--- src/rtl/csr_islem_birimi.sv ---
// Execute-side Zicsr micro-op unit: reads and reserves a CSR, computes the new value,
// issues the tagged write and returns the old value to writeback.
//
// state  | meaning
// BOSTA  | idle, ready to accept a CSR uop
// BEKLE  | read port driven, waiting for the CSR to have no pending writer
// YAZ    | tagged write issued (restoring old value when flushed)
// SONUC  | old value held on the result port until writeback takes it
module csr_islem_birimi #(
  parameter int MXLEN         = 32,
  parameter int CSR_ADRES_BIT = 12,
  parameter int UOP_TAG_BIT   = 4,
  parameter int PS_BIT        = 32,
  parameter int EXC_CODE_BIT  = 5
) (
  input  logic                     clk_i,
  input  logic                     rstn_i,
  input  logic                     uop_gecerli_i,
  output logic                     uop_hazir_o,
  input  logic [2:0]               uop_islem_i,
  input  logic [CSR_ADRES_BIT-1:0] uop_adres_i,
  input  logic [MXLEN-1:0]         uop_rs1_i,
  input  logic [4:0]               uop_uimm_i,
  input  logic                     uop_rs1_sifir_i,
  input  logic [UOP_TAG_BIT-1:0]   uop_etiket_i,
  input  logic [PS_BIT-1:0]        uop_ps_i,
  output logic [CSR_ADRES_BIT-1:0] oku_istek_adres_o,
  output logic [UOP_TAG_BIT-1:0]   oku_istek_etiket_o,
  output logic                     oku_istek_etiket_gecerli_o,
  input  logic [MXLEN-1:0]         csr_veri_i,
  input  logic                     csr_gecerli_i,
  output logic [MXLEN-1:0]         yaz_istek_veri_o,
  output logic [CSR_ADRES_BIT-1:0] yaz_istek_adres_o,
  output logic [UOP_TAG_BIT-1:0]   yaz_istek_etiket_o,
  output logic                     yaz_istek_gecerli_o,
  output logic [MXLEN-1:0]         sonuc_veri_o,
  output logic [UOP_TAG_BIT-1:0]   sonuc_etiket_o,
  output logic                     sonuc_gecerli_o,
  input  logic                     sonuc_hazir_i,
  output logic [PS_BIT-1:0]        yurut_odd_ps_o,
  output logic [EXC_CODE_BIT-1:0]  yurut_odd_kod_o,
  output logic [MXLEN-1:0]         yurut_odd_bilgi_o,
  output logic                     yurut_odd_gecerli_o,
  input  logic                     bosalt_i
);

  typedef enum logic [1:0] {BOSTA, BEKLE, YAZ, SONUC} durum_t;

  durum_t r_durum;
  durum_t w_durum_sonraki;

  logic [2:0]               r_islem;
  logic [CSR_ADRES_BIT-1:0] r_adres;
  logic [MXLEN-1:0]         r_rs1;
  logic [4:0]               r_uimm;
  logic                     r_rs1_sifir;
  logic [UOP_TAG_BIT-1:0]   r_etiket;
  logic [PS_BIT-1:0]        r_ps;
  logic [MXLEN-1:0]         r_eski;
  logic [MXLEN-1:0]         r_yeni;

  logic                     w_kabul;
  logic                     w_oku_tamam;
  logic                     w_yazma;
  logic                     w_yasadisi;
  logic [MXLEN-1:0]         w_kaynak;
  logic [MXLEN-1:0]         w_yeni;

  // Set/clear with a zero source never modify the CSR, so they must not count as writes
  // (this is what lets read-only CSRs be read with CSRRS x0).
  always_comb begin
    w_kaynak   = r_islem[2] ? {{(MXLEN-5){1'b0}}, r_uimm} : r_rs1;
    w_yazma    = !(r_islem[1] && r_rs1_sifir);
    w_yasadisi = (r_islem[1:0] == 2'b00) ||
                 (w_yazma && (r_adres[CSR_ADRES_BIT-1 -: 2] == 2'b11));
    case (r_islem[1:0])
      2'b01:   w_yeni = w_kaynak;
      2'b10:   w_yeni = csr_veri_i | w_kaynak;
      2'b11:   w_yeni = csr_veri_i & ~w_kaynak;
      default: w_yeni = csr_veri_i;
    endcase
  end

  always_comb begin
    w_durum_sonraki            = r_durum;
    w_kabul                    = 1'b0;
    w_oku_tamam                = 1'b0;
    uop_hazir_o                = 1'b0;
    oku_istek_adres_o          = '0;
    oku_istek_etiket_o         = '0;
    oku_istek_etiket_gecerli_o = 1'b0;
    yaz_istek_veri_o           = '0;
    yaz_istek_adres_o          = '0;
    yaz_istek_etiket_o         = '0;
    yaz_istek_gecerli_o        = 1'b0;
    sonuc_veri_o               = '0;
    sonuc_etiket_o             = '0;
    sonuc_gecerli_o            = 1'b0;
    yurut_odd_ps_o             = '0;
    yurut_odd_kod_o            = '0;
    yurut_odd_bilgi_o          = '0;
    yurut_odd_gecerli_o        = 1'b0;
    case (r_durum)
      BOSTA: begin
        uop_hazir_o = 1'b1;
        if (uop_gecerli_i && !bosalt_i) begin
          w_kabul         = 1'b1;
          w_durum_sonraki = BEKLE;
        end
      end
      BEKLE: begin
        oku_istek_adres_o = r_adres;
        if (bosalt_i) begin
          w_durum_sonraki = BOSTA;
        end else if (w_yasadisi) begin
          yurut_odd_gecerli_o = 1'b1;
          yurut_odd_kod_o     = EXC_CODE_BIT'(2);
          yurut_odd_ps_o      = r_ps;
          yurut_odd_bilgi_o   = {{(MXLEN-CSR_ADRES_BIT){1'b0}}, r_adres};
          w_durum_sonraki     = BOSTA;
        end else if (csr_gecerli_i) begin
          w_oku_tamam = 1'b1;
          if (w_yazma) begin
            oku_istek_etiket_o         = r_etiket;
            oku_istek_etiket_gecerli_o = 1'b1;
            w_durum_sonraki            = YAZ;
          end else begin
            w_durum_sonraki = SONUC;
          end
        end
      end
      YAZ: begin
        // A flushed write still goes out with the old value so the reservation is released.
        yaz_istek_gecerli_o = 1'b1;
        yaz_istek_adres_o   = r_adres;
        yaz_istek_etiket_o  = r_etiket;
        yaz_istek_veri_o    = bosalt_i ? r_eski : r_yeni;
        w_durum_sonraki     = bosalt_i ? BOSTA : SONUC;
      end
      SONUC: begin
        sonuc_gecerli_o = 1'b1;
        sonuc_veri_o    = r_eski;
        sonuc_etiket_o  = r_etiket;
        if (bosalt_i || sonuc_hazir_i) begin
          w_durum_sonraki = BOSTA;
        end
      end
      default: w_durum_sonraki = BOSTA;
    endcase
  end

  always_ff @(posedge clk_i or negedge rstn_i) begin
    if (!rstn_i) begin
      r_durum <= BOSTA;
    end else begin
      r_durum <= w_durum_sonraki;
    end
  end

  always_ff @(posedge clk_i or negedge rstn_i) begin
    if (!rstn_i) begin
      r_islem     <= '0;
      r_adres     <= '0;
      r_rs1       <= '0;
      r_uimm      <= '0;
      r_rs1_sifir <= 1'b0;
      r_etiket    <= '0;
      r_ps        <= '0;
      r_eski      <= '0;
      r_yeni      <= '0;
    end else begin
      if (w_kabul) begin
        r_islem     <= uop_islem_i;
        r_adres     <= uop_adres_i;
        r_rs1       <= uop_rs1_i;
        r_uimm      <= uop_uimm_i;
        r_rs1_sifir <= uop_rs1_sifir_i;
        r_etiket    <= uop_etiket_i;
        r_ps        <= uop_ps_i;
      end
      if (w_oku_tamam) begin
        r_eski <= csr_veri_i;
        r_yeni <= w_yeni;
      end
    end
  end

endmodule
--- config.mk ---
export PLATFORM = sky130hd
export DESIGN_NAME = csr_islem_birimi
export DESIGN_NICKNAME = d
export VERILOG_FILES = /design/src/rtl/csr_islem_birimi.sv
export SDC_FILE = /design/constraint.sdc
export NUM_CORES = 1
export LEC_CHECK = 0
export ABC_AREA = 1
export BUFFER_PORTS_ARGS = -buffer_cell sky130_fd_sc_hd__buf_2
export CAP_MARGIN = 20
export CORE_MARGIN = 2
export CORE_UTILIZATION = 50
export DETAILED_ROUTE_END_ITERATION = 12
export PLACE_DENSITY = 0.82
export SETUP_SLACK_MARGIN = 0.3
export SYNTH_ARGS = -nofsm -noshare
export SYNTH_HDL_FRONTEND = slang
export SYNTH_SLANG_ARGS = --single-unit
--- constraint.sdc ---
create_clock -name clk_i -period 3.88 [get_ports clk_i]
set_input_delay 0.194 -clock clk_i [delete_from_list [all_inputs] [get_ports clk_i]]
set_output_delay 0.194 -clock clk_i [all_outputs]
set_load 0.005 [all_outputs]
---- Word level (Yosys, flattened, before mapping) ----
Index checks and enable logic that the tools add are counted.
word-level totals
  output and inout bits ................... 174
  flip-flop bits (word level) ............. 155
  word-level logic and storage cells ...... 81
cells by class
  mux-type cells .......................... 48
  equal/unequal tests ..................... 10
  reduce and logical (&&, ||, !) cells .... 10
  bitwise operators ....................... 3
operators by type and width
  operator                                              count
  two-way mux 32 bit                                    7
  one-hot mux 32 bit (3 select lines)                   1
  two-way mux 12 bit                                    5
  bitwise AND 32 bit                                    1
  inverter 32 bit                                       1
  bitwise OR 32 bit                                     1
  two-way mux 4 bit                                     7
  two-way mux 1 bit                                     18
  two-way mux 2 bit                                     9
  equality test 2 bit (second input constant)           5
  one-hot mux 2 bit (4 select lines)                    1
  equality test 2 x 1 -> 1 bit (second input constant)  2
  zero test 2 bit                                       2
  inequality test 2 bit (second input constant)         2
  inequality test 4 bit (second input constant)         1
  logical AND 1 bit                                     3
  AND reduction 3 bit                                   1
  zero test 1 bit                                       2
  logical OR 1 bit                                      2

---- Logic depth before layout (Yosys ltp) ----
  word-level depth ........................ 7
  depth in mapped cells ................... 9

---- Least setup slack after synthesis ----
No wires, ideal clock.
  path kind ............................... flip-flop to output port
  from .................................... register r_islem[1]
  to ...................................... output yurut_odd_kod_o[1]
  cell stages (with the launch flop) ...... 9
  data arrival time ....................... 1260 ps
  path slack .............................. 2426 ps
  cell sequence ........................... dfrtp_1 buf_4 nor2_1 inv_2 nand2_1 nand2_1 buf_2 inv_1 buf_4
between the ends
  cells in the longest elaborated chain, start to end .. 7
  elaborated cells between the ends (all ways) .. 8
  classes of those cells .................. mux: 3; reduce/logical: 5
RTL lines
  item                    RTL line  RTL
  from (decl)             52        logic [2:0] r_islem;
  from (signal assigned)  173       r_islem <= uop_islem_i;
  logical AND 1 bit       73        w_yazma = !(r_islem[1] && r_rs1_sifir);
  zero test 1 bit         73
  logical AND 1 bit       75        (w_yazma && (r_adres[CSR_ADRES_BIT-1 -: 2] == 2'b11));
  logical OR 1 bit (*)    74        w_yasadisi = (r_islem[1:0] == 2'b00) ||
  two-way mux 2 bit (*)   115       end else if (w_yasadisi) begin
  two-way mux 2 bit (*)   113       if (bosalt_i) begin
  two-way mux 2 bit (*)   103       case (r_durum)
  to (decl)               41        output logic [EXC_CODE_BIT-1:0] yurut_odd_kod_o,
Mark *: on every way between the ends. The rest lies on a longest branch, timed or not.

---- Worst setup path after layout ----
  from .................................... register r_durum[1]
  to ...................................... output oku_istek_etiket_o[3]
between the ends
  cells in the longest elaborated chain, start to end .. 2
RTL lines
  item                          RTL line  RTL
  from (decl)                   49        durum_t r_durum;
  from (signal assigned)        156       r_durum <= w_durum_sonraki;
  equality test 2 x 1 -> 1 bit  103
  two-way mux 4 bit             103
  to (decl)                     28        output logic [UOP_TAG_BIT-1:0] oku_istek_etiket_o,
Every way passes these cells.

==> impl_results.md <==
* Die Y at 131 um
* Placed instance count at 1594
* Worst-Margin Slew at 1.03 ns
* Largest net degree at the start of global routing at 97
* Share of post-route cells with drive strength above 1 at 22.7%
* Main combinational cell family by area after synthesis: simple AND/OR/NAND/NOR gates
* Yosys reg bits at 155
* Hold depth at 3
* Synth Area in Compound Gates at 9.67%
* Post-DP HPWL at 15000 um
* Final Slew Violations at 0
* Non-Filler Cell Area, Final at 10400 um2
* Post-Syn Area at 8080 um2
* Clock Pin Slew Worst Setup and Hold Paths at 0.06 ns
* Fin cells at 1652
* Number of global-route vias before repair at 7310
* Max-slew headroom at 31.5%
* CTS buffer count at 17
* Power density cells at 750 nW/um2
* Vias/cell at 4.94
* GRT Total Usage at 27.0%
* Worst Reg-to-Reg Cells at 8
* Required time worst endpoint at 3.69 ns
* DRT iter0 DRCs at 752
* Die width at 131 um
* Adder-cell share of the synthesized area at 0%
* First-pass GRT wire length at 36100 um
* Hold Violations, Final at 0
* Clock Skew at 0.0157 ns
* Core Area at 15800 um2
* DRC at 0
* Clock latency on the worst-skew pair at 0.42 ns
* Top post-synthesis cells by area: dfrtp_1, nand2_1, nor2_1
* Final hold slack at 0.0129 ns
* Worst r2r src: r_durum[1]
* Max Cap Viol at 0
* WL per Instance at 14.0 um
* Most frequent cells in the layout: nand2_1, buf_2, nor2_1
* CTS tree: built
* Nets at 1550
* Ys Warns at 0
* Setup crit end kind: primary output
* Clk buf depth at 2
* Fin crit share at 76.5%
* Layout area overhead at 28.4%
* Mean post-synth cell area at 6.95 um2
* Peak Freq at 337 MHz
* Crit path kind: register to primary output
* Synth Instances at 1162
* Post-place setup slack at 1.37 ns
* DRT Wirelength at 23000 um
* Worst hold-check path type: primary input to register
* Synth unique cells at 21
* Antenna violations before repair at 0
* Reg-to-reg setup timing slack at 1.42 ns
* Crit Reg-Reg Endpoint: r_eski[0]
* # clock sinks at 155
* Drt first pass iters at 5
* Worst setup SP type: register
* Peak VDD IR at 0.383 mV
* Die ar. at 17200 um2
* XOR/XNOR Fraction of Synth Area at 0.108%
* Num rows at 46
* Worst Path Arrival at 2.78 ns
* H-tree levels at 4
* GP Congestion at 0.829
* Crit path time final at 2.97 ns
* RSZ-0062 raised after global routing: false
* Synth area leader: dfrtp_1
* Final setup fails at 0
* Vias at 8164
* Final antenna-violating net count at 0
* Final core occ at 65.5%
* Grt ovf at 0
* Mux contribution to synthesized area at 0%
* IO Count at 301
* Hold Path Sink: r_ps[13]
* Crit-path max FO at 28
* Synth Area in Simple Gates at 29.9%
* Total power at 7.78 mW
* Placed Area at 9470 um2
* Post-CTS Setup Bufs at 0
* Lkg Pwr at 6.26 nW
* Yosys top cell area share at 48.0%
* Commonest non-fill, non-tap cell in the layout: nand2_1
* Final worst slack at 0.910 ns
* Outcome: completed
* Initial Util at 51.0%
* Sequential fraction of the synthesis area at 48.0%
* Clk root buf: clkbuf_16
* Post-route setup TNS at 0 ns
* Hold path start: uop_ps_i[13]
* Port Buf Inserts at 276
* Post-cts gate resize count at 0
cell usage after synthesis, drive strengths merged:
master and n:
a211oi 1, a21oi 81, buf 63, clkbuf 29, clkinv 1, conb 1
dfrtp 155, inv 131, nand2 417, nand3 37, nand4 2, nor2 170
o21ai 72, o21bai 1, xor2 1
registers in the layout, summed over array words and instances, names as in the netlist:
signal       flops
r_adres         12
r_durum          2
r_eski          32
r_etiket         4
r_islem          3
r_ps            32
r_rs1           32
r_rs1_sifir      1
r_uimm           5
r_yeni          32
how the worst max path moves through the flow:
stage,startpoint,endpoint,slack (ns),cells past startpoint
global route,r_durum[1],oku_istek_etiket_o[3],0.71,8
global placement,r_durum[1],oku_istek_etiket_o[3],1.47,8
CTS,r_durum[1],oku_istek_etiket_o[3],0.92,8
floorplan,r_islem[1],yurut_odd_kod_o[1],2.43,8
finish,r_durum[1],oku_istek_etiket_o[3],0.91,8
detailed placement,r_durum[1],oku_istek_etiket_o[3],1.37,8
repair_timing:
item                       in CTS  in global routing
hold buffers                   25                  1
setup endpoints to repair       0                  0
hold endpoints to repair      119                  1
logic make-up after synthesis:
kind of cell    after synthesis
other cells                   1
buf+inv                     224
xor+xnor                      1
simple gates                626
flops                       155
compound gates              155
area by class of cell:
class	count	area [um2]
fillers	1352	5460
inverters	132	495
repair buffers	311	1740
clock buffers	19	443
well taps	216	270
clock inverters	11	194
multi-input cells	806	3340
flip-flops and latches	155	3880
diodes	2	5.00
routing by layer:
metal,up-vias,GRT usage [%],wire length (um)
met5,-,0,0
met4,0,9.14,575
met3,46,6.41,1550
met2,320,42.7,11000
met1,3806,36.7,9920
li1,3992,-,-
worst max-delay path: stages (launching register included):
cell	delay [ns]
dfrtp_1	0.41
inv_1	0.13
nand2_2	0.22
nor2_2	0.24
nand3_1	0.17
nor2_4	0.53
nand2_1	0.36
nor2_1	0.17
buf_2	0.13
power by group:
group | switching, mW | internal (mW) | leakage (nW) | total, mW
sequential | 0.451 | 2.43 | 1.87 | 2.88
combinational | 2.00 | 1.08 | 4.08 | 3.09
clock | 0.654 | 1.15 | 0.309 | 1.81
No activity file was read; power rests on OpenSTA's default activity.
